**src/rtl/bin_to_bcd_seq.sv**
```systemverilog
// bin_to_bcd_seq: sequential double-dabble binary-to-packed-BCD converter.
// Ports: clk/reset (sync, active-high), start + bin_in (request, sampled in IDLE),
//        busy/done handshake, bcd_out (digit k at [4k+3:4k], held), ovf.
// Latency: done and bcd_out land BIN_W+1 cycles after the start edge.
// Throughput: one conversion per BIN_W+2 cycles. A start seen while busy is dropped.
// Optional build macro BCD_OVF_SAT_EN: out-of-range inputs saturate to all 9s and set ovf.
// Without the macro, bcd_out = bin_in mod 10^DIGITS and ovf is tied low.
module bin_to_bcd_seq #(
   parameter int BIN_W  = 20,
   parameter int DIGITS = 6
) (
   input  logic                  clk,
   input  logic                  reset,
   input  logic                  start,
   input  logic [BIN_W-1:0]      bin_in,
   output logic                  busy,
   output logic                  done,
   output logic [4*DIGITS-1:0]   bcd_out,
   output logic                  ovf
);

   localparam int BCD_W = 4 * DIGITS;
   // Counter must still be at least one bit wide when BIN_W=1.
   localparam int CNT_W = (BIN_W > 1) ? $clog2(BIN_W) : 1;
   localparam logic [CNT_W-1:0] CNT_LAST = CNT_W'(BIN_W - 1);

   typedef enum logic [1:0] {
      IDLE  = 2'd0,
      SHIFT = 2'd1,
      DONE  = 2'd2
   } state_t;

   state_t               state;
   state_t               state_nxt;
   logic [BIN_W-1:0]     bin_sr;
   logic [BCD_W-1:0]     scratch;
   logic [BCD_W-1:0]     scratch_adj;
   logic [BCD_W-1:0]     scratch_nxt;
   logic [CNT_W-1:0]     cnt;
   logic                 last_shift;

   assign last_shift = (cnt == CNT_LAST);

   // FSM state register
   always_ff @(posedge clk) begin
      if (reset) begin
         state <= IDLE;
      end else begin
         state <= state_nxt;
      end
   end

   // FSM next-state and handshake outputs
   always_comb begin
      state_nxt = state;
      busy      = 1'b0;
      done      = 1'b0;
      case (state)
         IDLE: begin
            if (start) begin
               state_nxt = SHIFT;
            end
         end
         SHIFT: begin
            busy = 1'b1;
            if (last_shift) begin
               state_nxt = DONE;
            end
         end
         DONE: begin
            busy      = 1'b1;
            done      = 1'b1;
            state_nxt = IDLE;
         end
         default: begin
            state_nxt = IDLE;
         end
      endcase
   end

   // Add-3 correction on every digit in parallel, then shift the next binary
   // bit into the ones digit. Bit BCD_W-1 of the corrected value is the carry
   // that falls off the top digit.
   always_comb begin
      scratch_adj = scratch;
      for (int i = 0; i < DIGITS; i++) begin
         if (scratch[4*i +: 4] >= 4'd5) begin
            scratch_adj[4*i +: 4] = scratch[4*i +: 4] + 4'd3;
         end
      end
      scratch_nxt = (scratch_adj << 1) | BCD_W'(bin_sr[BIN_W-1]);
   end

`ifdef BCD_OVF_SAT_EN
   logic ovf_trk;
   logic ovf_final;

   // A carry out of the top digit at any step means the input exceeds 10^DIGITS-1.
   assign ovf_final = ovf_trk | scratch_adj[BCD_W-1];
`else
   assign ovf = 1'b0;
`endif

   // Datapath: shift registers, bit counter and the held result
   always_ff @(posedge clk) begin
      if (reset) begin
         bin_sr  <= '0;
         scratch <= '0;
         cnt     <= '0;
         bcd_out <= '0;
`ifdef BCD_OVF_SAT_EN
         ovf_trk <= 1'b0;
         ovf     <= 1'b0;
`endif
      end else begin
         case (state)
            IDLE: begin
               if (start) begin
                  bin_sr  <= bin_in;
                  scratch <= '0;
                  cnt     <= '0;
`ifdef BCD_OVF_SAT_EN
                  ovf_trk <= 1'b0;
`endif
               end
            end
            SHIFT: begin
               bin_sr  <= bin_sr << 1;
               scratch <= scratch_nxt;
               cnt     <= cnt + CNT_W'(1);
`ifdef BCD_OVF_SAT_EN
               ovf_trk <= ovf_final;
`endif
               // Result is registered on the last shift so it is already
               // visible during the DONE cycle.
               if (last_shift) begin
`ifdef BCD_OVF_SAT_EN
                  if (ovf_final) begin
                     bcd_out <= {DIGITS{4'h9}};
                     ovf     <= 1'b1;
                  end else begin
                     bcd_out <= scratch_nxt;
                     ovf     <= 1'b0;
                  end
`else
                  bcd_out <= scratch_nxt;
`endif
               end
            end
            default: begin
            end
         endcase
      end
   end

endmodule

```
**config.mk**
```make
export PLATFORM = sky130hd
export DESIGN_NAME = bin_to_bcd_seq
export DESIGN_NICKNAME = d
export VERILOG_FILES = /design/src/rtl/bin_to_bcd_seq.sv
export SDC_FILE = /design/constraint.sdc
export NUM_CORES = 1
export LEC_CHECK = 0
export BUFFER_PORTS_ARGS = -buffer_cell sky130_fd_sc_hd__buf_2
export CAP_MARGIN = 20
export CELL_PAD_IN_SITES_DETAIL_PLACEMENT = 1
export CELL_PAD_IN_SITES_GLOBAL_PLACEMENT = 1
export CORE_UTILIZATION = 39
export DETAILED_ROUTE_END_ITERATION = 10
export GPL_TIMING_DRIVEN = 0
export HOLD_SLACK_MARGIN = 0.1
export PLACE_DENSITY_LB_ADDON = 0.25
export SYNTH_ARGS = -nofsm -noshare
export SYNTH_HDL_FRONTEND = slang
export SYNTH_SLANG_ARGS = --single-unit
```
**constraint.sdc**
```tcl
create_clock -name clk -period 1.67 [get_ports clk]
set_clock_uncertainty 0.15 [all_clocks]
set_input_delay 0.2505 -clock clk [delete_from_list [all_inputs] [get_ports clk]]
set_output_delay 0.2505 -clock clk [all_outputs]
set_load 0.02 [all_outputs]
```
==> reports/qor.yml, run 1 <==
grt_setup_unrepaired: "yes"
fin_nets: 565
grt.total_usage_pct: 23.8
utilization_pct: 55.5
fp.dieH_um: 99.6
cts_made_buffers: 9
drc_errors: 0
grt_pass1_vias: 3627
pwr-share-comb_pct: 13.5
min_path_type: "in -> reg"
ys_ff_latch: 75
setup_tns_ps: -37.3
cts_tree: "done"
cp_slowest_cell: "dfxtp_2"
instances_no_fill: 660
path_clk_slew_ps: 80
worstPathRequired_ps: 1820
status: "finished with violations"
p_int_mw: 3.29
synth_nets: 477
seqPwrFrac_pct: 43.2
postLayoutSetupSlackWorst_ps: -12.8
cellPowerDensity_nw_per_um2: 864
antenna_found_initial: 1
via_per_inst: 5.51
cts-root-buf: "clkbuf_8"
yosysUniqueCellTypes: 38
drt-total-wl_um: 12300
drv_slew: 0
max_slew_margin_pct: 46.1
syn-cell-area_um2: 3720
finalCriticalPeriod_ps: 1680
critPathLaunchType: "flop"
grt_max_degree: 14
postLayoutCellArea_um2: 5130
grt-ovfl-total: 0
ys_warn_count: 0
worst_slew_pin_slew_ps: 809
dp_hpwl_um: 7140
finalHoldViolCount: 0
critical_path_class: "reg -> reg"
dp.cells: 614
min_period_over_period_pct: 101
fill_cells: 1097
hp-start: "bin_in[1]"
diodes: 0
clock_power_share_pct: 43.3
drt_iter0_drc: 65
start_util_pct: 40.2
synth_seq_area_share_pct: 40.4
critical_path.top_delay_family: "simple AND/OR/NAND/NOR gates"
drt_pass1_iterations: 4
ir_worst_vdd_mv: 0.513
core.rowCount: 35
critPathBufInv: 2
setup_viol: 5
swShare_pct: 25.7
violations: "negative setup slack"
routedWlPerCell_um: 18.6
cp-end-kind: "flop"
postRouteAntennaNets: 0
rr_startpoint: "cnt[0]$_SDFFE_PP0P_"
place_congestion: 0.766
cts.sinks: 75
critPathMaxFanout: 4
power.total_mw: 4.43
placed_area_um2: 4110
pre_cts_ws_ps: -344
layout-drive-gt1-share_pct: 39.2
routed-via-count: 3638
portBuffers: 47
grt_first_pass_wirelength_um: 18100
whs_ps: 111
clk_latency_ps: 370
htreeDepth: 3
p_leak_nw: 2.10
area_growth_pct: 37.9
cap_violations: 0
p_switching_mw: 1.14
die-area_um2: 9930
cp_data_arrival_time_ps: 1830
clock.fmax_ghz: 0.594
die-width_um: 99.6
slowest_delay_ps: 340
startpoint: "cnt[0]$_SDFFE_PP0P_"
avgSynthCellArea_um2: 8.49
num_io_pins: 50
cts_buffer_depth: 2
path_cells: "ha_4 > and4bb_1 > and2_4 > clkbuf_16 > buf_6 > nor3b_2 > a31o_1"
design.core.area_um2: 9240
syn_inst: 438
[sequential cells by signal, summed over array words and instances, names as in the netlist]
| signal | cells |
|---|---|
| scratch | 24 |
| cnt | 5 |
| bin_sr | 20 |
| bcd_out | 24 |
| state | 2 |
[power by group through the flow]
stage | logic [mW] | clock network [mW] | registers, mW
floorplan | 0.341 | 0 | 1.94
global placement | 0.465 | 0 | 1.95
detailed placement | 0.481 | 0 | 1.95
CTS | 0.560 | 1.95 | 1.91
global route | 0.656 | 2.01 | 1.93
finish | 0.598 | 1.92 | 1.91
[layer usage]
metal  up-vias  global-route usage, %  part of all wire, %
li1       1708                      -                    -
met1      1821                   27.5                   41
met2        82                   43.3                   53
met3        25                   4.36                  3.5
met4         2                   9.62                  2.2
met5         -                      0                 0.14
[worst reg2reg max path, cell delays in order, from the launching register on]
cell	delay, ps
dfxtp_2	340
ha_4	160
and4bb_1	200
and2_4	180
clkbuf_16	160
buf_6	120
nor3b_2	180
a31o_1	140
[final timing paths]
| check | end | slack (ps) | cells after the start |
|---|---|---|---|
| worst max-delay path | bcd_out[13]$_SDFFE_PP0P_ | -10 | 7 |
| worst min-delay path | bin_sr[1]$_SDFFE_PP0P_ | 110 | 5 |
| worst max register to register | bcd_out[13]$_SDFFE_PP0P_ | -10 | 7 |
| worst min register to register | scratch[1]$_SDFFE_PP0P_ | 330 | 2 |
[cells by family (layout without fill, tap and decap cells)]
family                     after synthesis  after routing  share of synthesized area, %
xor gates and xnor gates                 9              9                          2.12
AOI/OAI and AO/OA                      113            113                          22.6
buffers and inverters                   65            158                          7.67
other                                    1              1                         0.101
adders and majority gates               16             16                          5.39
and+or+nand+nor                        148            148                          18.6
muxes                                   11             11                          3.10
DFF                                     75             75                          40.4
[cell type report]
| type | instances | area, um2 | share of cell area [%] |
|---|---|---|---|
| clock inverters | 6 | 136 | 2.66 |
| inverters | 34 | 133 | 2.59 |
| repair buffers | 78 | 564 | 11.0 |
| multi-input cells | 298 | 2210 | 43.2 |
| flip-flops and latches | 75 | 1530 | 29.8 |
| plain buffers | 30 | 256 | 5.00 |
| well taps | 129 | 161 | 3.15 |
| clock buffers | 10 | 138 | 2.68 |
[cells in the final DEF, fill, tap and decap left out, types with 12 or more instances in the layout]
master	n
nor2_1	78
dfxtp_1	60
a31oi_1	18
buf_4	21
inv_1	26
buf_2	51
nand2_1	25
o221ai_1	18
a21oi_1	12
dfxtp_2	13
[Yosys cell counts, drive strengths merged]
cell type / number / area share, %
and2: 2 / 0.34
ha: 16 / 5.4
xnor2: 6 / 1.4
o21ai: 17 / 2.3
buf: 19 / 3.0
a31o: 6 / 1.4
clkbuf: 12 / 1.2
o221ai: 18 / 4.2
dfxtp: 75 / 40
a31oi: 18 / 3.0
nand2: 36 / 3.6
nand4: 2 / 0.34
a211oi: 7 / 2.1
and4bb: 1 / 0.34
nand2b: 8 / 1.3
o22ai: 6 / 1.0
xor2: 3 / 0.71
mux2i: 7 / 1.9
a21o: 1 / 0.20
inv: 34 / 3.4
a22o: 6 / 1.4
mux2: 4 / 1.2
conb: 1 / 0.10
o32ai: 6 / 1.4
nor2: 82 / 8.5
a21oi: 20 / 2.7
a311oi: 6 / 2.4
a22oi: 2 / 0.40
nor3b: 12 / 3.0
or3b: 5 / 1.2
[what timing repair did]
| item | 4_1_cts | 5_1_grt |
|---|---|---|
| hold endpoints to repair | 6 | 0 |
| setup buffers | 10 | 8 |
| hold buffers | 6 | 0 |
| pin swaps | 11 | 29 |
| cloned | 3 | 4 |
| gates resized for setup | 67 | 67 |
| endpoints found under the setup margin | 75 | 64 |
Power figures use the tool's default switching activity.
==> run 2, diff against run 1 <==
--- a/config.mk
+++ b/config.mk
@@ -14,6 +14,7 @@
 export GPL_TIMING_DRIVEN = 0
 export HOLD_SLACK_MARGIN = 0.1
 export PLACE_DENSITY_LB_ADDON = 0.25
+export RECOVER_POWER = 50
 export SYNTH_ARGS = -nofsm -noshare
 export SYNTH_HDL_FRONTEND = slang
 export SYNTH_SLANG_ARGS = --single-unit
==> run 2 against run 1 <==
Against the previous run: count of clock-buffer cells in the layout stayed put; via count is 0.82% lower; die area stayed put; critical path depth stayed put; register-to-register slack hardly changed; hold slack better by 2.2 ps; non-clock buffer count stayed put; total power hardly changed; global-route usage stayed put; the flow still finishes with violations (negative setup slack); sequential share of layout area is 0.18 points higher.
==> reports/qor.yml, run 2 (synthesis results as in run 1) <==
critical_path_class: "reg -> reg"  # unchanged
fp.dieH_um: 99.6  # unchanged
mostFrequentLayoutCells: "nor2_1, dfxtp_1, clkbuf_1"  # was nor2_1, dfxtp_1, buf_2
status: "finished with violations"  # unchanged
finalCriticalPeriod_ps: 1680  # about the same
core.rowCount: 35  # unchanged
min_period_over_period_pct: 101  # about the same
die-area_um2: 9930  # unchanged
p_leak_nw: 1.99  # was 2.10 nW
ff2ff_setup_slack_ps: -10  # about the same
num_io_pins: 50  # unchanged
fin_nets: 565  # unchanged
routed-via-count: 3608  # was 3638
grt_first_pass_wirelength_um: 18100  # unchanged
finalHoldViolCount: 0  # unchanged
area_growth_pct: 37.1  # was 37.9%
max_slew_margin_pct: 46.1  # about the same
utilization_pct: 55.2  # was 55.5%
postRouteAntennaNets: 0  # unchanged
grt_max_degree: 14  # unchanged
violations: "negative setup slack"  # unchanged
cellPowerDensity_nw_per_um2: 869  # was 864 nW/um2
design.core.area_um2: 9240  # unchanged
routedWlPerCell_um: 18.6  # about the same
drv_slew: 0  # unchanged
cp_data_arrival_time_ps: 1830  # about the same
drt-total-wl_um: 12300  # about the same
critPathLaunchType: "flop"  # unchanged
reg.largest.list: "bcd_out: 24 flops, scratch: 24 flops, bin_sr: 20 flops"  # unchanged
grt.total_usage_pct: 23.8  # unchanged
whs_ps: 113  # was 111 ps
grt-ovfl-total: 0  # unchanged
path_clk_slew_ps: 80  # about the same
start_util_pct: 40.2  # unchanged
cp-end-kind: "flop"  # unchanged
place_congestion: 0.766  # unchanged
antenna_found_initial: 1  # unchanged
ir_worst_vdd_mv: 0.514  # was 0.513 mV
htreeDepth: 3  # unchanged
setup_viol: 4  # was 5
drc_errors: 0  # unchanged
cts_made_buffers: 9  # unchanged
worstPathRequired_ps: 1820  # about the same
grt_setup_unrepaired: "yes"  # unchanged
cts_tree: "done"  # unchanged
clock.fmax_ghz: 0.594  # about the same
clk_latency_ps: 370  # about the same
cts.sinks: 75  # unchanged
cap_violations: 0  # unchanged
drt_iter0_drc: 74  # was 65
portBuffers: 47  # unchanged
worst_slew_pin_slew_ps: 808  # was 809 ps
dp_hpwl_um: 7140  # unchanged
via_per_inst: 5.47  # was 5.51
cts-root-buf: "clkbuf_8"  # unchanged
drt_pass1_iterations: 4  # unchanged
min_path_type: "in -> reg"  # unchanged
diodes: 0  # unchanged
cts_buffer_depth: 2  # unchanged
postLayoutSetupSlackWorst_ps: -14.2  # was -12.8 ps
final_common_cell: "nor2_1"  # unchanged
layout-drive-gt1-share_pct: 34.7  # was 39.2%
die-width_um: 99.6  # unchanged
grt_pass1_vias: 3627  # unchanged
critPathMaxFanout: 4  # unchanged
-- run 2: cell types whose count changed in the layout (fill, tap and decap cells not counted) --
cell	before	now
clkbuf_1	7	31
buf_2	51	27
-- run 2: worst paths after layout --
path	cells after the start	endpoint	start
max reg2reg	7	bcd_out[13]$_SDFFE_PP0P_	cnt[0]$_SDFFE_PP0P_
min reg2reg	2	scratch[9]$_SDFFE_PP0P_	scratch[9]$_SDFFE_PP0P_
min	5	bin_sr[1]$_SDFFE_PP0P_	bin_in[1]
max	7	bcd_out[13]$_SDFFE_PP0P_	cnt[0]$_SDFFE_PP0P_
-- run 2: final cells by class --
type,count,area [um2]
Sequential cell,75,1530
Tap cell,129,161
Buffer,30,256
Timing Repair Buffer,78,534
Multi-Input combinational cell,298,2210
Fill cell,1093,4140
Clock buffer,10,138
Inverter,34,133
Clock inverter,6,136
-- run 2: what timing repair did --
| item | CTS | global route |
|---|---|---|
| endpoints found under the hold margin | 6 | 0 |
| hold buffers | 6 | 0 |
| gates cloned | 3 | 4 |
| buffers inserted | 10 | 8 |
| pin swaps | 11 | 29 |
| setup endpoints to repair | 75 | 64 |
| resized for setup | 67 | 67 |
-- run 2: critical path, cell delays in order (launching register included) --
cell and delay [ps]:
dfxtp_2 340, ha_4 160, and4bb_1 200, and2_4 180, clkbuf_16 160, buf_6 120
nor3b_2 180, a31o_1 140
-- run 2: where the power goes --
group | internal [mW] | switching, mW | total, mW | leakage [nW]
combinational | 0.249 | 0.350 | 0.599 | 1.24
clock | 1.19 | 0.729 | 1.92 | 0.133
sequential | 1.86 | 0.0582 | 1.92 | 0.617
total | 3.29 | 1.14 | 4.43 | 1.99
-- run 2: layer usage --
metal	share of wire [%]	wire, um	vias to the layer above	GRT usage [%]
met5	0.14	17	-	0
met4	2.1	264	2	9.62
met3	2.5	302	23	4.36
met2	53	6540	65	43.3
met1	42	5180	1811	27.5
li1	-	-	1707	-
-- run 2: through the flow --
stage | cell area (um2) | TNS (ps) | total power, mW | setup WS [ps] | std cells
after floorplan | 3720 | 0 | 2.28 | 17.2 | 438
after global placement | 4110 | -10430 | 2.42 | -274 | 614
after detailed placement | 4110 | -13920 | 2.43 | -344 | 614
after CTS | 4770 | -9.24 | 4.42 | -7.05 | 649
after global routing | 5100 | -1360 | 4.60 | -82.1 | 660
final | 5100 | -31.6 | 4.43 | -14.2 | 660
